**config.mk**
```make
export PLATFORM = sky130hd
export DESIGN_NAME = best_arr_sender_flat
export DESIGN_NICKNAME = d
export VERILOG_FILES = /design/src/rtl/best_arr_sender_if.sv /design/src/rtl/best_arr_sender.sv /design/src/flat_wrapper.sv
export SDC_FILE = /design/constraint.sdc
export NUM_CORES = 1
export LEC_CHECK = 0
export CORE_MARGIN = 1
export CORE_UTILIZATION = 30
export CTS_BUF_LIST = sky130_fd_sc_hd__clkbuf_8
export DETAILED_ROUTE_END_ITERATION = 6
export PLACE_DENSITY_LB_ADDON = 0.15
export REMOVE_ABC_BUFFERS = 1
export SETUP_SLACK_MARGIN = 0.4
export SLEW_MARGIN = 5
export SYNTH_ARGS = -nofsm -noshare
export SYNTH_HDL_FRONTEND = slang
export SYNTH_SLANG_ARGS = --single-unit
```
**constraint.sdc**
```tcl
create_clock -name io_clk -period 4.2 [get_ports io_clk]
set_clock_uncertainty 0.1 [all_clocks]
set_input_delay 0.42 -clock io_clk [delete_from_list [all_inputs] [get_ports io_clk]]
set_output_delay 0.42 -clock io_clk [all_outputs]
set_load 0.1 [all_outputs]
```
**src/rtl/best_arr_sender_if.sv**
```systemverilog
// Interface bundling the start/status, best-array SRAM read and output FIFO push signals of
// best_arr_sender.
//   master : the sender (drives SRAM reads, FIFO pushes and status)
//   slave  : the environment (core control, SRAMs, FIFO)
// Signals:
//   send_best_arr    start pulse
//   best_arr_csb     SRAM chip select, active low
//   best_arr_addr    SRAM read address
//   best_idx_rdata   best index read data (1-cycle latency)
//   best_dist_rdata  best distance read data (1-cycle latency)
//   out_fifo_wenq    FIFO push strobe
//   out_fifo_wdata   FIFO push data
//   out_fifo_wfull_n FIFO not full
//   busy             pass in progress
//   send_done        sticky pass-complete flag
interface best_arr_sender_if #(
    parameter int unsigned DATA_WIDTH = 11,
    parameter int unsigned ADDR_WIDTH = 9
);
    logic                    send_best_arr;
    logic                    best_arr_csb;
    logic [ADDR_WIDTH-1:0]   best_arr_addr;
    logic [DATA_WIDTH-1:0]   best_idx_rdata;
    logic [2*DATA_WIDTH-1:0] best_dist_rdata;
    logic                    out_fifo_wenq;
    logic [DATA_WIDTH-1:0]   out_fifo_wdata;
    logic                    out_fifo_wfull_n;
    logic                    busy;
    logic                    send_done;

    modport master (
        input  send_best_arr,
        output best_arr_csb,
        output best_arr_addr,
        input  best_idx_rdata,
        input  best_dist_rdata,
        output out_fifo_wenq,
        output out_fifo_wdata,
        input  out_fifo_wfull_n,
        output busy,
        output send_done
    );

    modport slave (
        output send_best_arr,
        input  best_arr_csb,
        input  best_arr_addr,
        output best_idx_rdata,
        output best_dist_rdata,
        input  out_fifo_wenq,
        input  out_fifo_wdata,
        output out_fifo_wfull_n,
        input  busy,
        input  send_done
    );
endinterface

```
**src/rtl/best_arr_sender.sv**
```systemverilog
// Output-stage serializer: on a start pulse, walks every query slot of the best-match SRAMs in
// host readback order and pushes the best index (and optionally the best distance as two words)
// into the output FIFO, then raises a sticky send_done.
// Ports:
//   io_clk    clock
//   io_rst_n  asynchronous active-low reset
//   bus       best_arr_sender_if.master (start/status, SRAM read port, FIFO push port)
// Configuration macro:
//   BEST_DIST_SEND_EN  when defined, an index phase is followed by a distance phase
//                      (low half then high half per slot); otherwise index phase only.
module best_arr_sender #(
    parameter int unsigned DATA_WIDTH = 11,
    parameter int unsigned ROW_SIZE   = 32,
    parameter int unsigned COL_SIZE   = 16,
    parameter int unsigned BLOCKING   = 4
) (
    input  logic               io_clk,
    input  logic               io_rst_n,
    best_arr_sender_if.master  bus
);
    localparam int unsigned NUM_QUERYS = ROW_SIZE * COL_SIZE;
    localparam int unsigned ADDR_WIDTH = $clog2(NUM_QUERYS);
    localparam int unsigned X_COUNT    = ROW_SIZE / 2 / BLOCKING;
    localparam int unsigned XW         = (X_COUNT > 1) ? $clog2(X_COUNT) : 1;
    localparam int unsigned YW         = (COL_SIZE > 1) ? $clog2(COL_SIZE) : 1;
    localparam int unsigned XIW        = (BLOCKING > 1) ? $clog2(BLOCKING) : 1;

    typedef enum logic [2:0] {
        StIdle,
        StRead,
        StLatch,
        StPushLo,
        StPushHi,
        StNext,
        StDone
    } state_e;

    state_e                  state_q;
    logic                    csb_q;
    logic                    busy_q;
    logic                    done_q;
    logic [DATA_WIDTH-1:0]   wdata_q;

    // Slot counters, innermost xi to outermost px.
    logic                    px_q, px_d;
    logic [XW-1:0]           x_q, x_d;
    logic [YW-1:0]           y_q, y_d;
    logic [XIW-1:0]          xi_q, xi_d;
    logic                    last_slot;

`ifdef BEST_DIST_SEND_EN
    logic                    phase_q;    // 0: index phase, 1: distance phase
    logic [DATA_WIDTH-1:0]   dist_hi_q;
`else
    logic                    unused_dist;
    assign unused_dist = ^bus.best_dist_rdata;
`endif

    always_comb begin
        logic xi_wrap, y_wrap, x_wrap;
        xi_wrap   = (xi_q == XIW'(BLOCKING - 1));
        y_wrap    = (y_q == YW'(COL_SIZE - 1));
        x_wrap    = (x_q == XW'(X_COUNT - 1));
        last_slot = xi_wrap && y_wrap && x_wrap && px_q;

        xi_d = xi_wrap ? '0 : xi_q + 1'b1;
        y_d  = y_q;
        x_d  = x_q;
        px_d = px_q;
        if (xi_wrap) begin
            y_d = y_wrap ? '0 : y_q + 1'b1;
            if (y_wrap) begin
                x_d = x_wrap ? '0 : x_q + 1'b1;
                if (x_wrap) begin
                    px_d = ~px_q;
                end
            end
        end
    end

    // px selects the right half of the row; x/xi walk a block-column, y steps whole rows.
    assign bus.best_arr_addr = ADDR_WIDTH'(32'(px_q) * (ROW_SIZE / 2) + 32'(y_q) * ROW_SIZE
                                           + 32'(x_q) * BLOCKING + 32'(xi_q));

    always_ff @(posedge io_clk or negedge io_rst_n) begin
        if (!io_rst_n) begin
            state_q   <= StIdle;
            csb_q     <= 1'b1;
            busy_q    <= 1'b0;
            done_q    <= 1'b0;
            wdata_q   <= '0;
            px_q      <= 1'b0;
            x_q       <= '0;
            y_q       <= '0;
            xi_q      <= '0;
`ifdef BEST_DIST_SEND_EN
            phase_q   <= 1'b0;
            dist_hi_q <= '0;
`endif
        end else begin
            unique case (state_q)
                StIdle: begin
                    if (bus.send_best_arr) begin
                        state_q <= StRead;
                        csb_q   <= 1'b0;
                        busy_q  <= 1'b1;
                        done_q  <= 1'b0;
                        px_q    <= 1'b0;
                        x_q     <= '0;
                        y_q     <= '0;
                        xi_q    <= '0;
`ifdef BEST_DIST_SEND_EN
                        phase_q <= 1'b0;
`endif
                    end
                end
                StRead: begin
                    csb_q   <= 1'b1;
                    state_q <= StLatch;
                end
                StLatch: begin
                    state_q <= StPushLo;
`ifdef BEST_DIST_SEND_EN
                    if (phase_q) begin
                        wdata_q   <= bus.best_dist_rdata[DATA_WIDTH-1:0];
                        dist_hi_q <= bus.best_dist_rdata[2*DATA_WIDTH-1:DATA_WIDTH];
                    end else begin
                        wdata_q   <= bus.best_idx_rdata;
                    end
`else
                    wdata_q <= bus.best_idx_rdata;
`endif
                end
                StPushLo: begin
                    if (bus.out_fifo_wfull_n) begin
`ifdef BEST_DIST_SEND_EN
                        if (phase_q) begin
                            wdata_q <= dist_hi_q;
                            state_q <= StPushHi;
                        end else begin
                            state_q <= StNext;
                        end
`else
                        state_q <= StNext;
`endif
                    end
                end
`ifdef BEST_DIST_SEND_EN
                StPushHi: begin
                    if (bus.out_fifo_wfull_n) begin
                        state_q <= StNext;
                    end
                end
`endif
                StNext: begin
                    px_q <= px_d;
                    x_q  <= x_d;
                    y_q  <= y_d;
                    xi_q <= xi_d;
`ifdef BEST_DIST_SEND_EN
                    // Counters wrap to zero on the last slot, so the distance phase restarts at 0.
                    if (last_slot && phase_q) begin
                        state_q <= StDone;
                        done_q  <= 1'b1;
                        busy_q  <= 1'b0;
                    end else begin
                        if (last_slot) begin
                            phase_q <= 1'b1;
                        end
                        state_q <= StRead;
                        csb_q   <= 1'b0;
                    end
`else
                    if (last_slot) begin
                        state_q <= StDone;
                        done_q  <= 1'b1;
                        busy_q  <= 1'b0;
                    end else begin
                        state_q <= StRead;
                        csb_q   <= 1'b0;
                    end
`endif
                end
                StDone: begin
                    state_q <= StIdle;
                end
                default: begin
                    state_q <= StIdle;
                end
            endcase
        end
    end

    // Push only when the FIFO has room; data is held in wdata_q across stalls.
    assign bus.out_fifo_wenq  = bus.out_fifo_wfull_n &&
                                ((state_q == StPushLo) || (state_q == StPushHi));
    assign bus.out_fifo_wdata = wdata_q;
    assign bus.best_arr_csb   = csb_q;
    assign bus.busy           = busy_q;
    assign bus.send_done      = done_q;
endmodule
```
**src/flat_wrapper.sv**
```systemverilog
// flat-port wrapper written by rule: the top's interface ports become plain ports
module best_arr_sender_flat 
#(
    parameter int unsigned DATA_WIDTH = 11,
    parameter int unsigned ROW_SIZE   = 32,
    parameter int unsigned COL_SIZE   = 16,
    parameter int unsigned BLOCKING   = 4
)
  (io_clk, io_rst_n, bus_send_best_arr, bus_best_arr_csb, bus_best_arr_addr, bus_best_idx_rdata, bus_best_dist_rdata, bus_out_fifo_wenq, bus_out_fifo_wdata, bus_out_fifo_wfull_n, bus_busy, bus_send_done);
  best_arr_sender_if #(.DATA_WIDTH(DATA_WIDTH)) bus_i ();
  input  logic io_clk;
  input  logic io_rst_n;
  input wire logic [$bits(bus_i.send_best_arr)-1:0] bus_send_best_arr;
  output wire logic [$bits(bus_i.best_arr_csb)-1:0] bus_best_arr_csb;
  output wire logic [$bits(bus_i.best_arr_addr)-1:0] bus_best_arr_addr;
  input wire logic [$bits(bus_i.best_idx_rdata)-1:0] bus_best_idx_rdata;
  input wire logic [$bits(bus_i.best_dist_rdata)-1:0] bus_best_dist_rdata;
  output wire logic [$bits(bus_i.out_fifo_wenq)-1:0] bus_out_fifo_wenq;
  output wire logic [$bits(bus_i.out_fifo_wdata)-1:0] bus_out_fifo_wdata;
  input wire logic [$bits(bus_i.out_fifo_wfull_n)-1:0] bus_out_fifo_wfull_n;
  output wire logic [$bits(bus_i.busy)-1:0] bus_busy;
  output wire logic [$bits(bus_i.send_done)-1:0] bus_send_done;
  assign bus_i.send_best_arr = bus_send_best_arr;
  assign bus_best_arr_csb = bus_i.best_arr_csb;
  assign bus_best_arr_addr = bus_i.best_arr_addr;
  assign bus_i.best_idx_rdata = bus_best_idx_rdata;
  assign bus_i.best_dist_rdata = bus_best_dist_rdata;
  assign bus_out_fifo_wenq = bus_i.out_fifo_wenq;
  assign bus_out_fifo_wdata = bus_i.out_fifo_wdata;
  assign bus_i.out_fifo_wfull_n = bus_out_fifo_wfull_n;
  assign bus_busy = bus_i.busy;
  assign bus_send_done = bus_i.send_done;
  best_arr_sender #(.DATA_WIDTH(DATA_WIDTH), .ROW_SIZE(ROW_SIZE), .COL_SIZE(COL_SIZE), .BLOCKING(BLOCKING)) u_core (.io_clk(io_clk), .io_rst_n(io_rst_n), .bus(bus_i));
endmodule
```
# Yosys cells after proc, flatten, opt, wreduce, memory -nomap -nowiden
# Cells that the tools add are included.
# Widths: inputs -> output; s select.
[word_totals]
regBits = 26
in_bits = 37
elab_cells = 73
[classes]
n_addsub = 6
n_eq_ne = 15
mux = 27
bitwise = 1
n_reduce_logical = 15
[ops]
columns = ["op", "count"]
rows = [
  ["$pmux 3 s5", 1],
  ["$mux 4", 3],
  ["$mux 2", 5],
  ["$add 5x9->9", 1],
  ["$add 9x2->9", 1],
  ["$add 9x4->9", 1],
  ["$mux 3", 3],
  ["$reduce_and 3->1", 3],
  ["$mux 1", 8],
  ["$ne 2x1->1 const B", 4],
  ["$pmux 2 s2", 2],
  ["$pmux 4 s2", 1],
  ["$eq 3x2->1 const B", 2],
  ["$eq 3x3->1 const B", 2],
  ["$ne 2x2->1 const B", 3],
  ["$pmux 1 s2", 3],
  ["$reduce_and 5->1", 1],
  ["$add 2x1->2 const B", 2],
  ["$add 4x1->4 const B", 1],
  ["$eq 2x2->1 const B", 2],
  ["$eq 4x4->1 const B", 1],
  ["$logic_and 1x1->1", 4],
  ["$reduce_and 2->1", 2],
  ["$reduce_and 4->1", 1],
  ["7 further kinds", 7],
]

# Longest topological paths before layout
# Gate-level depths: netlist of run 1.
[logic_depth]
depth_word = 6
depth_mapped = 6
depth_no_buf = 5

# Worst setup path after synthesis of run 1
# No wires, ideal clock.
[synth_timing]
path_kind = "register to output"
from = "register u_core.state_q[2]"
to = "output bus_out_fifo_wenq"
arrival_ns = 2.113
required_ns = 3.680
setup_slack_ns = 1.567
path_stages_with_launch = 5
cell_sequence = "dfrtp_1 > buf_2 > nor2b_1 > a21oi_1 > nor2b_1"
[synth_between]
elab_chain_cells = 3
elab_cells_between_ends = 4
classes_between = "2 x eq/ne; 2 x reduce/logical"
[synth_rtl]
columns = ["item", "line_no", "text"]
rows = [
  ["start, declared", "best_arr_sender.sv:38", "state_e state_q;"],
  ["start signal, assigned", "best_arr_sender.sv:87", "state_q <= StIdle;"],
  ["start signal, assigned", "best_arr_sender.sv:104", "state_q <= StRead;"],
  ["start signal, assigned", "best_arr_sender.sv:119", "state_q <= StLatch;"],
  ["$eq 3x2->1 or $eq 3x3->1 (tied branches)", "best_arr_sender.sv:196", "((state_q == StPushLo) || (state_q == StPushHi));"],
  ["$logic_or 1x1->1 *", "best_arr_sender.sv:196", ""],
  ["$logic_and 1x1->1 *", "best_arr_sender.sv:195", "assign bus.out_fifo_wenq = bus.out_fifo_wfull_n &&"],
  ["end, declared", "flat_wrapper.sv:18", "output wire logic [$bits(bus_i.out_fifo_wenq)-1:0] bus_out_fifo_wenq;"],
]
# Mark *: on every way between the ends. The rest lies on a longest branch, timed or not.

# Worst setup path after layout of run 1
# Ends and elaborated chain as after synthesis.

==> impl_metrics.csv, run 1 <==
group,metric,value,unit
yosys,ys_warn_count,0,
detailed_routing,drc,0,
layout,diodes,0,
critical_path,endpoint_kind,"output port",
detailed_routing,drt_pass1_iterations,3,
yosys,synth_area_per_cell,11.6,um^2
critical_path,worstPathMaxFanout,11,
clock_tree,path_clk_slew,0.09,ns
timing,period_needed,2.93,ns
placed_design,io_buffers,38,
clock_tree,cts_tree,"done",
detailed_routing,wl_met2,1.08,mm
floorplanning,start_util,0.322,
layout,finish.net_count,184,
critical_path,reg2reg_from,"u_core.state_q[1]",
timing,slew_viol_final,0,
timing,fmax,341,MHz
yosys,ys_ff_latch,26,
detailed_routing,drt-total-wl,2.42,mm
clock_tree,clk_latency,0.27,ns
placed_design,dp_hpwl,1.75,mm
floorplanning,io_pins,61,
critical_path,cp-startpoint,"u_core.state_q[2]",
floorplanning,core-area,3770,um^2
clock_tree,cts_resized,0,
global_routing,grt_pass1_vias,956,
detailed_routing,vias,933,
floorplanning,rows,22,
timing,hold_viol_final,0,
floorplanning,die-area,4310,um^2
clock_tree,cts_max_level,1,
critical_path,crit_path_end,"bus_out_fifo_wenq",
critical_path,cp-start-kind,"register",
clock_tree,postCtsSetupBuffers,0,
critical_path,path_class,"reg -> out",
timing,tightest_slew,0.983,ns
layout,final_util,0.451,
detailed_routing,routedLengthMet1,1.14,mm
yosys,synth_cell_types,31,
detailed_routing,met3_length,156,um
detailed_routing,routedWlPerCell,12.6,um
global_routing,grt_pass1_wl,4.21,mm
placed_design,globalplace.congestion,0.703,
worst_hold_path,hold_path_class,"reg -> reg",
timing,fin_tns_setup,0,ns
clock_tree,clockRootBuffer,"clkbuf_8",
global_routing,grt-ovfl-total,0,
timing,fin_ws,1.27,ns
clock_tree,cts.sinks,26,
timing,rsz0062_at_grt,"no",
clock_tree,numCtsBuffers,3,
timing,relSlewSlack,0.342,
layout,fin_area,1700,um^2
placed_design,dpl_cell_area,1630,um^2
global_routing,grt_max_degree,27,
yosys,synthCells,105,
yosys,ys_seq_area_frac,0.537,
detailed_routing,highest_layer,"met4",
detailed_routing,drt_iter0_drc,16,
clock_tree,cts_max_path_buffers,2,
global_routing,track_usage,0.125,
clock_tree,cts_hold_buf,0,
critical_path,r2r_cells,4,
detailed_routing,via_per_inst,4.88,
placed_design,pre_cts_slack,1.48,ns
critical_path,cp.required,3.68,ns
detailed_routing,ant_nets,0,
global_routing,antenna_found_initial,0,
run_status,status,"completed",
floorplanning,die_height,65.6,um
critical_path,worstPathArrival,2.41,ns
yosys,synth_area,1210,um^2
flow_run,cap_viol_max_count,0,
layout,drive_gt1_frac,0.140,
timing,setup_viol,0,
floorplanning,die_w,65.6,um
layout,area_growth,40.0,%
critical_path,rrSetupSlack,2.22,ns
timing,fin_crit_sh,0.698,
critical_path,r2r-end,"u_core.x_q[0]",
[placed cells by master, fill, tap and decap left out]
cell	Yosys	routed
clkdlybuf4s50_1	0	38
dfrtp_1	25	25
mux2_2	11	11
a21oi_1	8	8
o21ai_0	7	7
nand2_1	6	6
inv_1	5	5
nand3b_1	4	4
nor2_1	4	4
o31ai_1	4	4
nand3_1	3	3
ha_1	3	3
clkbuf_8	0	3
nor2b_1	2	2
nor3b_1	2	2
a21o_1	2	2
and3b_1	1	1
and2_4	1	1
and2b_1	1	1
nor4b_4	1	1
a31oi_2	1	1
or2_1	1	1
a22o_1	1	1
o22ai_1	1	1
and2_1	1	1
or3_1	1	1
or4_1	1	1
nor3_1	1	1
mux2_1	1	1
bufinv_16	0	1
buf_4	1	1
dfstp_2	1	1
[area by class of cell]
cell class | count | area [um^2]
fill | 337 | 2070
sequential | 26 | 652
multi-input combinational | 69 | 510
timing repair buffer | 39 | 388
tap | 48 | 60.1
clock buffer | 3 | 41.3
clock inverter | 1 | 30.0
inverter | 5 | 18.8
[worst max-delay path: stages (launching register included)]
cell and delay, ns:
dfrtp_1 0.58, nor3b_1 0.24, a21oi_1 0.07, nor2b_1 0.12, clkdlybuf4s50_1 1.13
[synthesized netlist by cell type]
cell type	count	area (um^2)
ha_1	3	37.5
buf_2	3	15.0
o22ai_1	1	6.26
mux2_1	1	11.3
nand3b_1	4	30.0
or2_1	1	6.26
o21ai_0	7	35.0
a31oi_2	1	12.5
buf_4	1	7.51
dfrtp_1	25	626
and2_4	1	8.76
nor4b_4	1	23.8
and3b_1	1	8.76
and2_1	1	6.26
nor3_1	1	5.00
nand3_1	3	15.0
a21o_1	2	15.0
inv_1	5	18.8
dfstp_2	1	26.3
nor3b_1	2	15.0
or4_1	1	7.51
and2b_1	1	7.51
nor2_1	4	15.0
nand2_1	6	22.5
mux2_2	11	124
a22o_1	1	8.76
buf_6	1	11.3
o31ai_1	4	30.0
a21oi_1	8	40.0
or3_1	1	6.26
nor2b_1	2	12.5
[cell families after synthesis]
logic type	synth area share
simple gates	0.157
flops	0.537
mux	0.111
fa+ha+maj	0.0309
compound gates	0.122
buf+inv	0.0433
[how the worst min path moves through the flow]
stage	start	slack [ns]	depth (start not counted)	end
2_1_floorplan	io_rst_n	0.02	0	u_core.bus.busy
3_3_place_gp	u_core.bus.busy	0.36	1	u_core.bus.busy
3_5_place_dp	u_core.bus.busy	0.38	1	u_core.bus.busy
4_1_cts	u_core.bus.busy	0.40	1	u_core.bus.busy
5_1_grt	u_core.bus.busy	0.42	1	u_core.bus.busy
6_report	u_core.bus.busy	0.40	1	u_core.bus.busy
[state kept, by name, summed over array words and instances (netlist names)]
name and cells:
u_core.bus.out_fifo_wdata 11, u_core.y_q 4, u_core.state_q 3, u_core.x_q 2
u_core.xi_q 2, u_core.bus.best_arr_csb 1, u_core.bus.busy 1, u_core.bus.send_done 1
u_core.px_q 1
[per-layer routing]
metal  GRT usage  vias up
met5           0        -
li1            -      448
met4      0.0516        0
met2       0.218       32
met3      0.0243        5
met1       0.148      448
[through the flow]
stage	instances	hold WS (ns)
CTS	191	0.399
global placement	187	0.359
finish	191	0.398
global route	191	0.422
detailed placement	187	0.377
floorplan	100	0.0244
Power of run 1 is left out: the tool's default activity adds up to more than one toggle a clock period on the data nets, which glitch-free logic cannot reach.
==> inputs of run 2 (changes only) <==
==> constraint.sdc (replaced) <==
create_clock -name io_clk -period 3 [get_ports io_clk]
set_clock_uncertainty 0.1 [all_clocks]
set_input_delay 0.3 -clock io_clk [delete_from_list [all_inputs] [get_ports io_clk]]
set_output_delay 0.3 -clock io_clk [all_outputs]
set_load 0.1 [all_outputs]
==> run 2 against run 1 <==
  * Setup slack worse by 0.25 ns
  * Sequential share of layout area up 2.1 points
  * Critical path depth unchanged
  * First-iteration DRC count up 94%
  * Wire length down 0.66%
  * Largest cell class unchanged
  * Count of clock-buffer cells in the layout unchanged
  * Global-route usage down 0.53 points
  * Cell count unchanged
  * Design area down 5.1%
  * Register-to-register slack worse by 1.2 ns
  * Die area unchanged
  * Flip-flop and latch count unchanged
==> impl_metrics.csv, run 2 (synthesized netlist as in run 1, its figures left out) <==
group,metric,value,unit
clock_tree,path_clk_slew,0.09,ns
timing,fin_ws,1.02,ns
critical_path,cp-start-kind,"register",
worst_hold_path,hold_path_class,"in -> async",
critical_path,cpPeakStageDelay,0.51,ns
placed_design,globalplace.congestion,0.702,
layout,area_growth,32.9,%
timing,slew_viol_final,0,
layout,largest_reg_flops,11,
critical_path,worstPathMaxFanout,11,
flow_run,cap_viol_max_count,0,
layout,finish.net_count,184,
critical_path,critPathSlowestCell,"dfrtp_1",
timing,fin_tns_setup,0,ns
floorplanning,io_pins,61,
critical_path,cp.required,3.05,ns
timing,fin_crit_sh,0.661,
clock_tree,cts.sinks,26,
detailed_routing,drc,0,
clock_tree,cts_resized,0,
run_status,status,"completed",
clock_tree,numCtsBuffers,3,
detailed_routing,ant_nets,0,
timing,rsz0062_at_grt,"no",
detailed_routing,drt-total-wl,2.40,mm
placed_design,io_buffers,38,
global_routing,track_usage,0.120,
timing,setup_viol,0,
placed_design,pre_cts_slack,0.785,ns
global_routing,grt_max_degree,27,
timing,fmax,504,MHz
clock_tree,clockRootBuffer,"clkbuf_8",
floorplanning,die_w,65.6,um
timing,relSlewSlack,0.683,
detailed_routing,drt_iter0_drc,31,
critical_path,crit_buf_inv,0,
placed_design,dp_hpwl,1.76,mm
global_routing,grt-ovfl-total,0,
global_routing,antenna_found_initial,0,
layout,drive_gt1_frac,0.301,
critical_path,crit_chain,"and2b_1, a31oi_2, or2_1, mux2_1",
detailed_routing,routedWlPerCell,12.6,um
layout,fillCellCount,373,
critical_path,worstPathArrival,2.03,ns
global_routing,grt_pass1_wl,3.95,mm
clock_tree,clk_latency,0.26,ns
timing,tightest_slew,0.476,ns
critical_path,cpLargestDelayFamily,"flip-flops",
detailed_routing,via_per_inst,4.85,
clock_tree,cts_max_path_buffers,2,
layout,layout_common_cells,"25 x buf_4, 25 x dfrtp_1, 14 x clkdlybuf4s50_1",
clock_tree,postCtsSetupBuffers,0,
floorplanning,rows,22,
detailed_routing,vias,927,
critical_path,path_class,"reg -> reg",
floorplanning,die_height,65.6,um
layout,diodes,0,
critical_path,endpoint_kind,"register",
clock_tree,cts_max_level,1,
global_routing,grt_pass1_vias,892,
floorplanning,die-area,4310,um^2
floorplanning,core-area,3770,um^2
floorplanning,start_util,0.322,
timing,hold_viol_final,0,
timing,period_needed,1.98,ns
clock_tree,cts_tree,"done",
detailed_routing,drt_pass1_iterations,4,
clock_tree,cts_hold_buf,0,
[run 2: final timing paths]
path / startpoint / to / slack [ns] / cells after the start
setup / recovery: u_core.state_q[1] / u_core.x_q[0] / 1.02 / 4
hold / removal: io_rst_n / u_core.state_q[1] / 0.30 / 2
setup reg to reg: u_core.state_q[1] / u_core.x_q[0] / 1.02 / 4
hold reg to reg: u_core.bus.busy / u_core.bus.busy / 0.39 / 1
max in group asynchronous: io_rst_n / u_core.bus.best_arr_csb / 2.20 / 2
min in group io_clk: u_core.bus.busy / u_core.bus.busy / 0.39 / 1
[run 2: per-layer routing]
metal	global-route usage	up-vias	share of wire
met2	0.200	31	0.46
met3	0.0226	2	0.064
li1	-	446	-
met5	0	-	0
met4	0.0489	0	0.0079
met1	0.150	448	0.46
[run 2: area by class of cell]
cell class,count,area [um^2],area share
Sequential cell,26,652,0.404
Multi-Input combinational cell,69,510,0.316
Timing Repair Buffer,39,328,0.203
Tap cell,48,60.1,0.0372
Clock buffer,3,41.3,0.0256
Inverter,5,18.8,0.0116
Clock inverter,1,3.75,0.00233
[run 2: stage by stage]
| step | instances | util | cell area [um^2] | hold WS, ns |
|---|---|---|---|---|
| after floorplan | 100 | - | 1180 | -0.0956 |
| after CTS | 191 | 0.428 | 1610 | 0.314 |
| after global placement | 187 | 0.416 | 1570 | 0.361 |
| after global routing | 191 | 0.428 | 1610 | 0.343 |
| final | 191 | 0.428 | 1610 | 0.304 |
| after detailed placement | 187 | 0.416 | 1570 | 0.378 |
Power of run 2 is left out for the same reason.
